$ cat config.mk
export PLATFORM = sky130hd
export DESIGN_NAME = ex_branch_pipe
export DESIGN_NICKNAME = d
export VERILOG_FILES = /design/src/rtl/ex_branch_pipe_pkg.sv /design/src/rtl/ex_branch_pipe_fifo_sync.sv /design/src/rtl/ex_branch_pipe.sv
export SDC_FILE = /design/constraint.sdc
export NUM_CORES = 1
export LEC_CHECK = 0
export BUFFER_PORTS_ARGS = -buffer_cell sky130_fd_sc_hd__buf_4
export CAP_MARGIN = 20
export CORE_AREA = 2 2 352 354
export CTS_CLUSTER_SIZE = 20
export DETAILED_ROUTE_END_ITERATION = 10
export DIE_AREA = 0 0 354 356
export PLACE_DENSITY = 0.49
export SLEW_MARGIN = 20
export SYNTH_ARGS = -nofsm -noshare
export SYNTH_HDL_FRONTEND = slang
export SYNTH_SLANG_ARGS = --single-unit
$ cat constraint.sdc
create_clock -name clk -period 7.4 [get_ports clk]
set_input_delay 1.11 -clock clk [delete_from_list [all_inputs] [get_ports clk]]
set_output_delay 1.11 -clock clk [all_outputs]
set_load 0.05 [all_outputs]
$ cat src/rtl/ex_branch_pipe_pkg.sv
// Shared branch micro-op codes and the decode helper used by the branch pipe.
// Op codes match the core-wide op defines; JAL/JALR live here alongside the conditionals.
package ex_branch_pipe_pkg;

    localparam int DATA_WIDTH_DEF = 32;
    localparam int ADDR_WIDTH_DEF = 32;
    localparam int OP_WIDTH_DEF   = 6;
    localparam int TAG_WIDTH_DEF  = 4;
    localparam int DEPTH_DEF      = 4;
    localparam int CNT_WIDTH_DEF  = 32;

    localparam logic [5:0] OP_BEQ  = 6'h10;
    localparam logic [5:0] OP_BNE  = 6'h11;
    localparam logic [5:0] OP_BLT  = 6'h12;
    localparam logic [5:0] OP_BGE  = 6'h13;
    localparam logic [5:0] OP_BLTU = 6'h14;
    localparam logic [5:0] OP_BGEU = 6'h15;
    localparam logic [5:0] OP_JAL  = 6'h16;
    localparam logic [5:0] OP_JALR = 6'h17;

    typedef enum logic [3:0] {
        BR_EQ,
        BR_NE,
        BR_LT,
        BR_GE,
        BR_LTU,
        BR_GEU,
        BR_JAL,
        BR_JALR,
        BR_NONE
    } br_kind_e;

    // Ops wider than the shared 6-bit codes are zero-extended into 8 bits by the caller.
    function automatic br_kind_e decode_op(input logic [7:0] op);
        br_kind_e kind;
        case (op)
            {2'b00, OP_BEQ}:  kind = BR_EQ;
            {2'b00, OP_BNE}:  kind = BR_NE;
            {2'b00, OP_BLT}:  kind = BR_LT;
            {2'b00, OP_BGE}:  kind = BR_GE;
            {2'b00, OP_BLTU}: kind = BR_LTU;
            {2'b00, OP_BGEU}: kind = BR_GEU;
            {2'b00, OP_JAL}:  kind = BR_JAL;
            {2'b00, OP_JALR}: kind = BR_JALR;
            default:          kind = BR_NONE;
        endcase
        return kind;
    endfunction

endpackage

$ cat src/rtl/ex_branch_pipe_fifo_sync.sv
// Small synchronous FIFO with clear; head is read combinationally so a queued
// entry can reach the output register on the very next edge.
module fifo_sync #(
    parameter int WIDTH = 8,
    parameter int DEPTH = 4
) (
    input  logic                       clk,
    input  logic                       rst_n,
    input  logic                       clear,
    input  logic                       push,
    input  logic                       pop,
    input  logic [WIDTH-1:0]           wdata,
    output logic [WIDTH-1:0]           rdata,
    output logic [$clog2(DEPTH):0]     count,
    output logic                       full,
    output logic                       empty
);

    localparam int PW = $clog2(DEPTH);
    localparam int CW = PW + 1;

    logic [WIDTH-1:0] mem_reg [DEPTH];
    logic [PW-1:0]    wr_ptr_reg;
    logic [PW-1:0]    rd_ptr_reg;
    logic [CW-1:0]    count_reg;

    always_ff @(posedge clk) begin
        if (push && !clear) begin
            mem_reg[wr_ptr_reg] <= wdata;
        end
    end

    // Callers never push when full or pop when empty; pointers wrap naturally (DEPTH is 2^n).
    always_ff @(posedge clk or negedge rst_n) begin
        if (!rst_n) begin
            wr_ptr_reg <= '0;
            rd_ptr_reg <= '0;
            count_reg  <= '0;
        end else if (clear) begin
            wr_ptr_reg <= '0;
            rd_ptr_reg <= '0;
            count_reg  <= '0;
        end else begin
            if (push) begin
                wr_ptr_reg <= wr_ptr_reg + 1'b1;
            end
            if (pop) begin
                rd_ptr_reg <= rd_ptr_reg + 1'b1;
            end
            count_reg <= count_reg + CW'(push) - CW'(pop);
        end
    end

    assign rdata = mem_reg[rd_ptr_reg];
    assign count = count_reg;
    assign full  = (count_reg == CW'(DEPTH));
    assign empty = (count_reg == '0);

endmodule

$ cat src/rtl/ex_branch_pipe.sv
// Buffered branch/jump resolver: FIFO of micro-ops, inline resolver, registered
// result with backpressure, flush, and consumed/mispredict counters.
module ex_branch_pipe
    import ex_branch_pipe_pkg::*;
#(
    parameter int DATA_WIDTH = 32,
    parameter int ADDR_WIDTH = 32,
    parameter int OP_WIDTH   = 6,
    parameter int TAG_WIDTH  = 4,
    parameter int DEPTH      = 4,
    parameter int CNT_WIDTH  = 32
) (
    input  logic                     clk,
    input  logic                     rst_n,
    input  logic                     flush,
    input  logic                     in_valid,
    output logic                     in_ready,
    input  logic [OP_WIDTH-1:0]      in_op,
    input  logic [DATA_WIDTH-1:0]    in_src1,
    input  logic [DATA_WIDTH-1:0]    in_src2,
    input  logic [ADDR_WIDTH-1:0]    in_pc,
    input  logic [DATA_WIDTH-1:0]    in_offset,
    input  logic [ADDR_WIDTH-1:0]    in_pred_pc,
    input  logic [TAG_WIDTH-1:0]     in_tag,
    output logic                     out_valid,
    input  logic                     out_ready,
    output logic [TAG_WIDTH-1:0]     out_tag,
    output logic                     out_wb,
    output logic [DATA_WIDTH-1:0]    out_link,
    output logic                     out_taken,
    output logic [ADDR_WIDTH-1:0]    out_next_pc,
    output logic                     out_mispredict,
    output logic [$clog2(DEPTH):0]   occupancy,
    output logic [CNT_WIDTH-1:0]     branch_cnt,
    output logic [CNT_WIDTH-1:0]     mispredict_cnt
);

    localparam int EW = OP_WIDTH + 3 * DATA_WIDTH + 2 * ADDR_WIDTH + TAG_WIDTH;

    logic [EW-1:0]         fifo_wdata;
    logic [EW-1:0]         fifo_rdata;
    logic                  fifo_full;
    logic                  fifo_empty;
    logic                  fifo_push;
    logic                  fifo_pop;

    logic [OP_WIDTH-1:0]   h_op;
    logic [DATA_WIDTH-1:0] h_src1;
    logic [DATA_WIDTH-1:0] h_src2;
    logic [ADDR_WIDTH-1:0] h_pc;
    logic [DATA_WIDTH-1:0] h_offset;
    logic [ADDR_WIDTH-1:0] h_pred_pc;
    logic [TAG_WIDTH-1:0]  h_tag;

    logic                  out_valid_reg;
    logic [TAG_WIDTH-1:0]  out_tag_reg;
    logic                  out_wb_reg;
    logic [DATA_WIDTH-1:0] out_link_reg;
    logic                  out_taken_reg;
    logic [ADDR_WIDTH-1:0] out_next_pc_reg;
    logic                  out_mispredict_reg;
    logic [CNT_WIDTH-1:0]  branch_cnt_reg;
    logic [CNT_WIDTH-1:0]  mispredict_cnt_reg;

    br_kind_e              kind;
    logic [ADDR_WIDTH-1:0] pc_plus4;
    logic [ADDR_WIDTH-1:0] br_target;
    logic [ADDR_WIDTH-1:0] jalr_target;
    logic [ADDR_WIDTH-1:0] res_target;
    logic [ADDR_WIDTH-1:0] res_next_pc;
    logic [DATA_WIDTH-1:0] res_link;
    logic                  res_taken;
    logic                  res_wb;
    logic                  res_mispredict;
    logic                  out_fire;

    assign out_fire   = out_valid_reg && out_ready;
    assign fifo_push  = in_valid && in_ready && !flush;
    assign fifo_pop   = !fifo_empty && (!out_valid_reg || out_ready) && !flush;
    assign in_ready   = !fifo_full;
    assign fifo_wdata = {in_op, in_src1, in_src2, in_pc, in_offset, in_pred_pc, in_tag};
    assign {h_op, h_src1, h_src2, h_pc, h_offset, h_pred_pc, h_tag} = fifo_rdata;

    fifo_sync #(
        .WIDTH (EW),
        .DEPTH (DEPTH)
    ) u_fifo (
        .clk   (clk),
        .rst_n (rst_n),
        .clear (flush),
        .push  (fifo_push),
        .pop   (fifo_pop),
        .wdata (fifo_wdata),
        .rdata (fifo_rdata),
        .count (occupancy),
        .full  (fifo_full),
        .empty (fifo_empty)
    );

    // Resolver works on the FIFO head; all PC math wraps at ADDR_WIDTH.
    always_comb begin
        kind        = decode_op(8'(h_op));
        pc_plus4    = h_pc + ADDR_WIDTH'(4);
        br_target   = h_pc + h_offset[ADDR_WIDTH-1:0];
        jalr_target = (h_src1[ADDR_WIDTH-1:0] + h_offset[ADDR_WIDTH-1:0])
                      & {{(ADDR_WIDTH-1){1'b1}}, 1'b0};
        res_taken   = 1'b0;
        res_wb      = 1'b0;
        res_target  = br_target;
        case (kind)
            BR_EQ:   res_taken = (h_src1 == h_src2);
            BR_NE:   res_taken = (h_src1 != h_src2);
            BR_LT:   res_taken = ($signed(h_src1) <  $signed(h_src2));
            BR_GE:   res_taken = ($signed(h_src1) >= $signed(h_src2));
            BR_LTU:  res_taken = (h_src1 <  h_src2);
            BR_GEU:  res_taken = (h_src1 >= h_src2);
            BR_JAL: begin
                res_taken = 1'b1;
                res_wb    = 1'b1;
            end
            BR_JALR: begin
                res_taken  = 1'b1;
                res_wb     = 1'b1;
                res_target = jalr_target;
            end
            default: begin
                res_taken = 1'b0;
                res_wb    = 1'b0;
            end
        endcase
        res_next_pc    = res_taken ? res_target : pc_plus4;
        res_link       = res_wb ? DATA_WIDTH'(pc_plus4) : '0;
        res_mispredict = (res_next_pc != h_pred_pc);
    end

    // Flush wins over load; clearing the payload too keeps idle outputs quiet.
    always_ff @(posedge clk or negedge rst_n) begin
        if (!rst_n) begin
            out_valid_reg      <= 1'b0;
            out_tag_reg        <= '0;
            out_wb_reg         <= 1'b0;
            out_link_reg       <= '0;
            out_taken_reg      <= 1'b0;
            out_next_pc_reg    <= '0;
            out_mispredict_reg <= 1'b0;
        end else if (flush) begin
            out_valid_reg      <= 1'b0;
            out_tag_reg        <= '0;
            out_wb_reg         <= 1'b0;
            out_link_reg       <= '0;
            out_taken_reg      <= 1'b0;
            out_next_pc_reg    <= '0;
            out_mispredict_reg <= 1'b0;
        end else if (fifo_pop) begin
            out_valid_reg      <= 1'b1;
            out_tag_reg        <= h_tag;
            out_wb_reg         <= res_wb;
            out_link_reg       <= res_link;
            out_taken_reg      <= res_taken;
            out_next_pc_reg    <= res_next_pc;
            out_mispredict_reg <= res_mispredict;
        end else if (out_fire) begin
            out_valid_reg      <= 1'b0;
        end
    end

    // Counters observe the handshake even in a flush cycle and are never cleared by flush.
    always_ff @(posedge clk or negedge rst_n) begin
        if (!rst_n) begin
            branch_cnt_reg     <= '0;
            mispredict_cnt_reg <= '0;
        end else if (out_fire) begin
            branch_cnt_reg <= branch_cnt_reg + 1'b1;
            if (out_mispredict_reg) begin
                mispredict_cnt_reg <= mispredict_cnt_reg + 1'b1;
            end
        end
    end

    assign out_valid      = out_valid_reg;
    assign out_tag        = out_tag_reg;
    assign out_wb         = out_wb_reg;
    assign out_link       = out_link_reg;
    assign out_taken      = out_taken_reg;
    assign out_next_pc    = out_next_pc_reg;
    assign out_mispredict = out_mispredict_reg;
    assign branch_cnt     = branch_cnt_reg;
    assign mispredict_cnt = mispredict_cnt_reg;

endmodule

Word level (Yosys, flattened, before mapping). Memories as Yosys holds them, arrays and structs flattened. Index checks and enable logic that the tools add are counted.

Add/sub/neg operators: 9. Multipliers: 0. Divide/modulo/power cells: 0. $lt $le $gt $ge: 4. Eq/ne operators: 11. Shift-type cells: 0. Muxes and demuxes: 28. Bitwise operators: 0. Reduce and logical (&&, ||, !) cells: 18.

Operators with widths (count): 32-bit two-way mux (7); 32-bit by 1-bit adder with 32-bit output, second input constant (2); 32-bit adder (2); 32-bit greater-or-equal comparator (2); 32-bit less-than comparator (2); 32-bit inequality test (2); 32-bit by 3-bit adder with 32-bit output, second input constant (1); 32-bit == test (1); 4-bit by 3-bit == test with 1-bit output, second input constant (4); 1-bit two-way mux (12); 4-bit two-way mux (3); 4-bit by 2-bit == test with 1-bit output, second input constant (2); 2-bit two-way mux (4); 1-bit one-hot mux with 7 select lines (1); 1-bit logical AND (6); 2-bit by 1-bit adder with 2-bit output, second input constant (2); 4-bit by 1-bit == test with 1-bit output, second input constant (1); 1-bit zero test (4); 4-bit zero test (1); 2-bit nonzero test (2); 3-bit by 1-bit adder with 3-bit output (1); 3-bit == test, second input constant (1); 3-bit zero test (1); 3-bit two-way mux (1); other kinds (5) (5).

Register bits after elaboration: 143. Latch bits: 0. Bits in writable memories: 680. ROM bits: 128. Input port bits: 175. Word-level logic and storage cells: 84. Memories kept: 2.

Memory list: u_fifo.mem_reg (words 4, width 170, read ports 1, clocked after memory_dff 0, wr ports 1, RTL line ex_branch_pipe_fifo_sync.sv:22) `logic [WIDTH-1:0] mem_reg [DEPTH];`; (no name shown) (words 32, width 4, read ports 1, clocked after memory_dff 0, wr ports 0, RTL line ex_branch_pipe_pkg.sv:36) `case (op)`.

Logic depth before layout (Yosys ltp). Gate-level depths: netlist (run 1). An unclocked memory read counts as a cell.

Depth in word-level cells: 10. Depth in mapped cells: 27. Mapped depth without buffers: 17.

Hierarchy. From an unflattened synthesis (run 1), not the netlist that was laid out.

Cells, all modules: 2364. Area, all modules: 36615.1 um2.

By module, submodules not included: fifo_sync (times used 1, cells each 927, area an instance 24955.2 um2); ex_branch_pipe (times used 1, cells each 1437, area an instance 11659.9 um2).

Worst setup path before layout (run 1). OpenSTA, ideal clock, no wires.

Kind: reg2reg. From: reg u_fifo.rd_ptr_reg[0]. To: reg out_mispredict_reg, in the netlist out_mispredict. Library setup time: 0.138 ns. Data arrival time: 6.589 ns. Slack: 0.673 ns. Cell stages (with the launch flop): 27. Period minus slack after synthesis: 6.727 ns. Path through: dfrtp_1 -> buf_6 -> buf_12 -> buf_6 -> buf_2 -> buf_4 -> buf_4 -> buf_4 -> buf_2 -> buf_1 -> buf_2 -> mux4_2 -> ha_1 -> nor2b_1 -> o211ai_1 -> a2111oi_0 -> or4_1 -> o21ai_0 -> a211o_1 -> nand2_1 -> buf_2 -> a2111o_1 -> a21oi_1 -> o2111ai_1 -> or4_1 -> nor4_2 -> a311oi_1.

Longest elaborated chain between the ends: 10. Elaborated cells between the ends (all ways): 27. Those cells by class: 3 x add/sub; 4 x order compare; 10 x eq/ne; 6 x mux; 2 x reduce/logical; 2 x memory.

Ends and longest elaborated chain: start, declared (RTL line ex_branch_pipe_fifo_sync.sv:24) `logic [PW-1:0] rd_ptr_reg;`; start signal, assigned (RTL line ex_branch_pipe_fifo_sync.sv:48) `rd_ptr_reg <= rd_ptr_reg + 1'b1;`; memory 4 x 170 bit *; memory 32 x 4 bit; 4-bit two-way mux (RTL line ex_branch_pipe_pkg.sv:36); 4-bit by 3-bit == test with 1-bit output (RTL line ex_branch_pipe.sv:110) `case (kind)`; 2-bit OR reduction (no source line); 1-bit one-hot mux with 7 select lines (RTL line ex_branch_pipe.sv:110); 32-bit two-way mux (RTL line ex_branch_pipe.sv:131) `res_next_pc = res_taken ? res_target : pc_plus4;`; 32-bit inequality test * (RTL line ex_branch_pipe.sv:133) `res_mispredict = (res_next_pc != h_pred_pc);`; 1-bit two-way mux * (RTL line ex_branch_pipe.sv:154) `end else if (fifo_pop) begin`; 1-bit two-way mux * (RTL line ex_branch_pipe.sv:146) `end else if (flush) begin`; end signal, assigned (RTL line ex_branch_pipe.sv:161) `out_mispredict_reg <= res_mispredict;`; end, declared (RTL line ex_branch_pipe.sv:61) `logic out_mispredict_reg;`.

Mark *: on every way between the ends. The rest lies on a longest branch, timed or not. The select of a mux whose other input is x is not followed. A chain may end at the register's enable or synchronous reset.

Worst setup path in the final report (run 1). Ends and elaborated chain as after synthesis.

==> results of run 1 <==
## per-layer routing
layer | global-route usage [%] | part of all wire [%] | up-vias
met5 | 0 | 0.073 | -
met4 | 4.37 | 2.2 | 12
met3 | 4.02 | 6.3 | 143
met2 | 27.5 | 48 | 654
met1 | 22.2 | 44 | 11200
li1 | - | - | 9855
## area by class of cell
class | count | area [um^2]
Antenna cell | 5 | 12.5
Clock buffer | 104 | 2300
Clock inverter | 61 | 597
Fill cell | 11800 | 78900
Inverter | 59 | 221
Multi-Input combinational cell | 1380 | 11900
Sequential cell | 823 | 24000
Tap cell | 1637 | 2050
Timing Repair Buffer | 345 | 2690
## stage by stage
step	util, %	instances
floorplan	-	2344
global placement	33.3	4243
detailed placement	33.3	4243
CTS	35.7	4408
global route	35.7	4409
finish	35.7	4414
## worst paths after layout
check,slack [ps],cells past startpoint,endpoint,startpoint
worst max-delay path,880,17,out_mispredict,u_fifo.rd_ptr_reg[0]
worst min-delay path,430,1,branch_cnt[24],rst_n
worst max register to register,880,17,out_mispredict,u_fifo.rd_ptr_reg[0]
worst min register to register,480,1,mispredict_cnt[31],mispredict_cnt[31]
max in group asynchronous,5730,3,u_fifo.rd_ptr_reg[1],rst_n
min in group clk,480,1,mispredict_cnt[31],mispredict_cnt[31]
## Yosys cell counts, types with 6 or more instances
| master | n | area (um^2) |
|---|---|---|
| buf_4 | 6 | 45.0 |
| a31oi_1 | 11 | 68.8 |
| mux2i_1 | 14 | 140 |
| o21ai_0 | 87 | 435 |
| nand3_1 | 76 | 380 |
| edfxtp_1 | 680 | 20400 |
| xnor2_1 | 126 | 1100 |
| a21boi_0 | 7 | 52.6 |
| a2111oi_0 | 8 | 70.1 |
| and4_1 | 10 | 87.6 |
| and2_1 | 21 | 131 |
| buf_1 | 6 | 22.5 |
| a21o_1 | 28 | 210 |
| nand2b_1 | 8 | 50.1 |
| buf_6 | 6 | 67.6 |
| nor2_1 | 86 | 323 |
| nor3_1 | 23 | 115 |
| a211oi_1 | 22 | 165 |
| mux4_2 | 166 | 3740 |
| clkbuf_1 | 46 | 173 |
| nor4_1 | 8 | 50.1 |
| nand2_1 | 208 | 781 |
| xor2_1 | 59 | 517 |
| dfrtp_1 | 143 | 3580 |
| a21oi_1 | 111 | 556 |
| inv_1 | 59 | 221 |
| nor2b_1 | 8 | 50.1 |
| buf_2 | 17 | 85.1 |
| o31ai_1 | 6 | 45.0 |
| ha_1 | 102 | 1280 |
| and3_1 | 29 | 181 |
| o211ai_1 | 15 | 113 |
| nand4_1 | 36 | 225 |
| o21bai_1 | 6 | 45.0 |
## where the power goes
group / switching (W) / total [W] / internal (W)
Combinational: 0.00501 / 0.00779 / 0.00278
Clock: 0.00184 / 0.00436 / 0.00253
Sequential: 0.000258 / 0.00567 / 0.00541
## cell families (layout without fill, tap and decap cells)
kind of cell | after synthesis | in the layout | synth area share, %
mux | 181 | 181 | 10.6
simple gates | 546 | 546 | 7.38
flops | 823 | 823 | 65.7
compound gates | 362 | 362 | 6.40
other cells | 0 | 5 | 0
fa+ha+maj | 105 | 105 | 3.66
xor+xnor | 186 | 186 | 4.50
buf+inv | 141 | 569 | 1.74
==> impl_metrics.py, run 1 <==
metrics = {
    "yosys": {
        "avgSynthCellArea_um2": 15.6,
        "yosys_warnings": 0,
        "synth_edf_count": 680,
        "syn_area_um2": 36500,
        "ys_seq_area_share_pct": 65.7,
        "async_reset_ff_share_pct": 17.4,
        "synth_fp_nets": 2624,
        "synth_seq_cells": 823,
        "post_synth_num_cell_types": 85,
        "synthCells": 2344,
        "ys.flop_type": "edfxtp_1",
    },
    "finish": {
        "area_growth_pct": 19.9,
        "nets": 2979,
        "drive_gt1_share_pct": 24.5,
        "mostFrequentLayoutCells": "680 x edfxtp_1, 336 x buf_4, 207 x nand2_1",
        "fin_area_um2": 43800,
        "final_common_cell": "edfxtp_1",
        "largest_reg_flops": 680,
    },
    "critical_path": {
        "worstSetupEndpointType": "register",
        "critPathMaxFanout": 36,
        "crit_arrival_ps": 7050,
        "critPathMaxStageDelay_ps": 1000,
        "worst_ep_required_time_ps": 7930,
        "path_cells": "buf_4, mux4_2, ha_1, nand4_1, nor4_1, a21boi_0, o21ai_0, a21oi_1, a211oi_2, nand2_1, buf_4, a2111o_1, a21oi_1, o2111ai_1, or4_1, nor4_2, a311oi_1",
        "path_buf_inv": 2,
        "critPathKind": "reg -> reg",
        "cp_top_family": "simple AND/OR/NAND/NOR gates",
        "cp_slowest_cell": "dfrtp_4",
        "cp-start-kind": "register",
    },
    "drt": {
        "via_per_inst": 4.95,
        "vias": 21900,
        "dr.pass1.iters": 6,
        "antenna_left": 0,
        "wl_per_cell_um": 24.3,
        "post-route-drc-count": 0,
        "wl_mm": 107,
        "drt_iter0_markers": 1649,
    },
    "global_route": {
        "grt_start_max_net_pins": 112,
        "antenna_found_initial": 10,
        "grt_pass1_vias": 22400,
        "grt_use_total_pct": 16.7,
        "overflow": 0,
        "grt_pass1_wl_mm": 155,
    },
    "clock_network": {
        "cts_root_buf": "clkbuf_16",
        "clkTransAtPathRegs_ps": 60,
        "clock-sinks": 823,
        "ctsLongestPathBuffers": 3,
        "worstSkewPairLatency_ps": 690,
        "ctsResizeCount": 0,
        "hold_buffers": 0,
        "htreeDepth": 3,
        "post_cts_buffers": 0,
        "cts_tree": "yes",
        "cts_buffers": 90,
    },
    "timing": {
        "post-route-period-util_pct": 88.1,
        "max-slew-margin-rel_pct": 37.6,
        "fin_worst_skew_ps": 32.5,
        "fin_crit_ps": 6520,
        "rsz0062_at_grt": "no",
        "setup_viol_count_final": 0,
        "slew_viol_final": 0,
        "fmax_ghz": 0.153,
        "whs_ps": 432,
        "worst_pin_slew_ps": 936,
        "finalWorstSetupSlack_ps": 884,
        "hold_viol_final": 0,
        "setup_tns_ps": 0,
    },
    "pwr": {
        "power_w": 0.0178,
        "p_per_area_nw_per_um2": 407,
        "p_leak_nw": 15.7,
        "irDropWorstVdd_uv": 235,
    },
    "floorplan": {
        "io-pin-count": 315,
        "initial_core_util_pct": 29.8,
        "coreArea_um2": 123000,
        "die_y_um": 356,
        "die_area_um2": 126000,
        "dieWidth_um": 354,
        "rows": 129,
    },
    "placement": {
        "place_area_um2": 40900,
        "place_congestion": 0.899,
        "place_hpwl_mm": 77.7,
        "port_buffers": 314,
        "pre_cts_slack_ps": 838,
    },
    "worst_hold_path": {
        "hold_class": "in -> async",
    },
    "run": {
        "maxCapViolCount": 0,
    },
    "run_status": {
        "outcome": "completed",
    },
}
Power figures use the tool's default switching activity.
==> run 2: changes to the inputs <==
--- a/config.mk
+++ b/config.mk
@@ -7,11 +7,13 @@
 export LEC_CHECK = 0
 export BUFFER_PORTS_ARGS = -buffer_cell sky130_fd_sc_hd__buf_4
 export CAP_MARGIN = 20
+export CELL_PAD_IN_SITES_DETAIL_PLACEMENT = 0
+export CELL_PAD_IN_SITES_GLOBAL_PLACEMENT = 2
 export CORE_AREA = 2 2 352 354
 export CTS_CLUSTER_SIZE = 20
 export DETAILED_ROUTE_END_ITERATION = 10
 export DIE_AREA = 0 0 354 356
-export PLACE_DENSITY = 0.49
+export PLACE_DENSITY = 0.61
 export SLEW_MARGIN = 20
 export SYNTH_ARGS = -nofsm -noshare
 export SYNTH_HDL_FRONTEND = slang
==> run 2 against run 1 <==
Effect of this change: sequential share of layout area decreased by 0.067 points; first-iteration DRC count fell by 11%; global-route usage grew 0.13 points; clock skew increased by 1.4 ps; setup slack better by 230 ps; final cell count unchanged; non-clock buffer count rose by 4; maximum frequency increased by 3.7%; power increased by 0.36%; wire length is essentially flat; die area unchanged; sequential power is essentially flat; critical path type unchanged; largest power group unchanged.
==> impl_metrics.py, run 2 (same netlist as run 1, synthesis figures left out) <==
metrics = {
    "drt": {
        "vias": 21700,
        "wl_per_cell_um": 24.3,
        "drt_iter0_markers": 1471,
        "dr.pass1.iters": 5,
        "post-route-drc-count": 0,
        "via_per_inst": 4.91,
        "wl_mm": 107,
        "antenna_left": 0,
    },
    "critical_path": {
        "path_cells": "buf_12, mux4_2, nand2_1, inv_1, fa_1, a211oi_1, o21ai_0, a221oi_1, buf_4, a21oi_1, a21boi_0, xnor2_1, o21ai_0, mux2i_1, xnor2_1, o211ai_1, or4_1, nor4_2, a311oi_1",
        "cp-start-kind": "register",
        "rr_endpoint": "out_mispredict",
        "critPathMaxStageDelay_ps": 950,
        "worst_ep_required_time_ps": 7910,
        "cp_slowest_cell": "dfrtp_4",
        "reg2reg_depth": 19,
        "r2r_slack_ps": 1120,
        "worstSetupEndpointType": "register",
        "critPathMaxFanout": 58,
        "critPathKind": "reg -> reg",
        "r2r-start": "u_fifo.rd_ptr_reg[1]",
        "crit_arrival_ps": 6790,
    },
    "finish": {
        "nets": 2982,
        "final_common_cell": "edfxtp_1",
        "largest_reg_flops": 680,
        "fillers": 11700,
        "drive_gt1_share_pct": 24.7,
        "mostFrequentLayoutCells": "680 x edfxtp_1, 342 x buf_4, 207 x nand2_1",
        "area_growth_pct": 20.1,
    },
    "timing": {
        "post-route-period-util_pct": 84.9,
        "fmax_ghz": 0.159,
        "worst_pin_slew_ps": 1080,
        "max-slew-margin-rel_pct": 28.1,
        "hold_viol_final": 0,
        "setup_viol_count_final": 0,
        "setup_tns_ps": 0,
        "fin_crit_ps": 6280,
        "slew_viol_final": 0,
        "finalWorstSetupSlack_ps": 1120,
        "rsz0062_at_grt": "no",
        "fin_worst_skew_ps": 33.9,
    },
    "global_route": {
        "grt_use_total_pct": 16.9,
        "antenna_found_initial": 6,
        "grt_pass1_vias": 22500,
        "overflow": 0,
        "grt_start_max_net_pins": 117,
        "grt_pass1_wl_mm": 157,
    },
    "clock_network": {
        "htreeDepth": 3,
        "post_cts_buffers": 0,
        "clkTransAtPathRegs_ps": 60,
        "clock-sinks": 823,
        "ctsResizeCount": 0,
        "worstSkewPairLatency_ps": 680,
        "ctsLongestPathBuffers": 3,
        "cts_buffers": 89,
        "cts_tree": "yes",
        "hold_buffers": 0,
        "cts_root_buf": "clkbuf_16",
    },
    "placement": {
        "pre_cts_slack_ps": 1120,
        "port_buffers": 314,
        "place_hpwl_mm": 77.6,
        "place_congestion": 0.869,
    },
    "pwr": {
        "irDropWorstVdd_uv": 209,
        "switching_share_pct": 39.5,
        "p_leak_nw": 15.7,
        "p_switching_w": 0.00706,
        "clock_power_share_pct": 24.9,
        "p_per_area_nw_per_um2": 408,
        "comb_power_share_pct": 43.5,
        "internal_power_w": 0.0108,
        "seq_power_share_pct": 31.6,
    },
    "floorplan": {
        "initial_core_util_pct": 29.8,
        "dieWidth_um": 354,
        "die_y_um": 356,
        "die_area_um2": 126000,
        "coreArea_um2": 123000,
        "rows": 129,
        "io-pin-count": 315,
    },
    "run": {
        "maxCapViolCount": 0,
    },
    "worst_hold_path": {
        "hold_depth": 1,
        "hold_class": "reg -> reg",
        "whs_endpoint": "branch_cnt[31]",
        "min-delay-start": "branch_cnt[31]",
    },
    "run_status": {
        "outcome": "completed",
    },
}
-- run 2: worst max-delay path by stage --
stage | endpoint | startpoint | slack, ps | depth (start not counted)
6_report | out_mispredict | u_fifo.rd_ptr_reg[1] | 1120 | 19
4_1_cts | out_mispredict | u_fifo.rd_ptr_reg[0] | 1060 | 19
2_1_floorplan | out_mispredict | u_fifo.rd_ptr_reg[0] | 670 | 26
3_5_place_dp | out_mispredict | u_fifo.rd_ptr_reg[0] | 1120 | 19
5_1_grt | out_mispredict | u_fifo.rd_ptr_reg[1] | 720 | 19
3_3_place_gp | out_mispredict | u_fifo.rd_ptr_reg[1] | 1040 | 19
-- run 2: metrics by stage --
step                total power (W)  cells  area [um^2]  util, %  hold WS, ps
floorplan                    0.0109   2344        36500        -          543
global placement             0.0136   4248        40900     33.4          462
detailed placement           0.0136   4248        40900     33.4          472
CTS                          0.0181   4413        43900     35.8          479
global route                 0.0189   4413        43900     35.8          509
finish                       0.0179   4414        43900     35.8          476
-- run 2: critical path, delay by kind of cell, from the launching register on --
family / cells / cell delay [ps]
AO/OA/AOI/OAI: 8 / 1620
XOR/XNOR: 2 / 410
adder cells (fa/ha/maj): 1 / 430
buffers and inverters: 3 / 700
flip-flops: 1 / 950
multiplexers: 2 / 940
AND/OR/NAND/NOR: 3 / 860
-- run 2: power by group through the flow --
stage | clock network [W] | registers, W | logic, W
2_1_floorplan | 0 | 0.00613 | 0.00481
3_3_place_gp | 0 | 0.00575 | 0.00785
3_5_place_dp | 0 | 0.00577 | 0.00780
4_1_cts | 0.00456 | 0.00567 | 0.00784
5_1_grt | 0.00475 | 0.00570 | 0.00843
6_report | 0.00445 | 0.00566 | 0.00778
-- run 2: final cells by class --
| type | instances | area [um^2] | share of cell area [%] |
|---|---|---|---|
| antenna | 1 | 2.50 | 0.00570 |
| sequential | 823 | 24000 | 54.7 |
| inverter | 59 | 221 | 0.505 |
| multi-input combinational | 1380 | 11900 | 27.2 |
| tap | 1637 | 2050 | 4.67 |
| clock inverter | 42 | 399 | 0.910 |
| clock buffer | 123 | 2550 | 5.82 |
| timing repair buffer | 349 | 2700 | 6.15 |
-- run 2: metal layers --
metal,share of wire (%),up-vias,GRT usage [%]
li1,-,9855,-
met2,49,549,28.5
met3,4.6,129,3.10
met1,44,11100,22.5
met5,0.065,-,0
met4,2.1,10,4.03
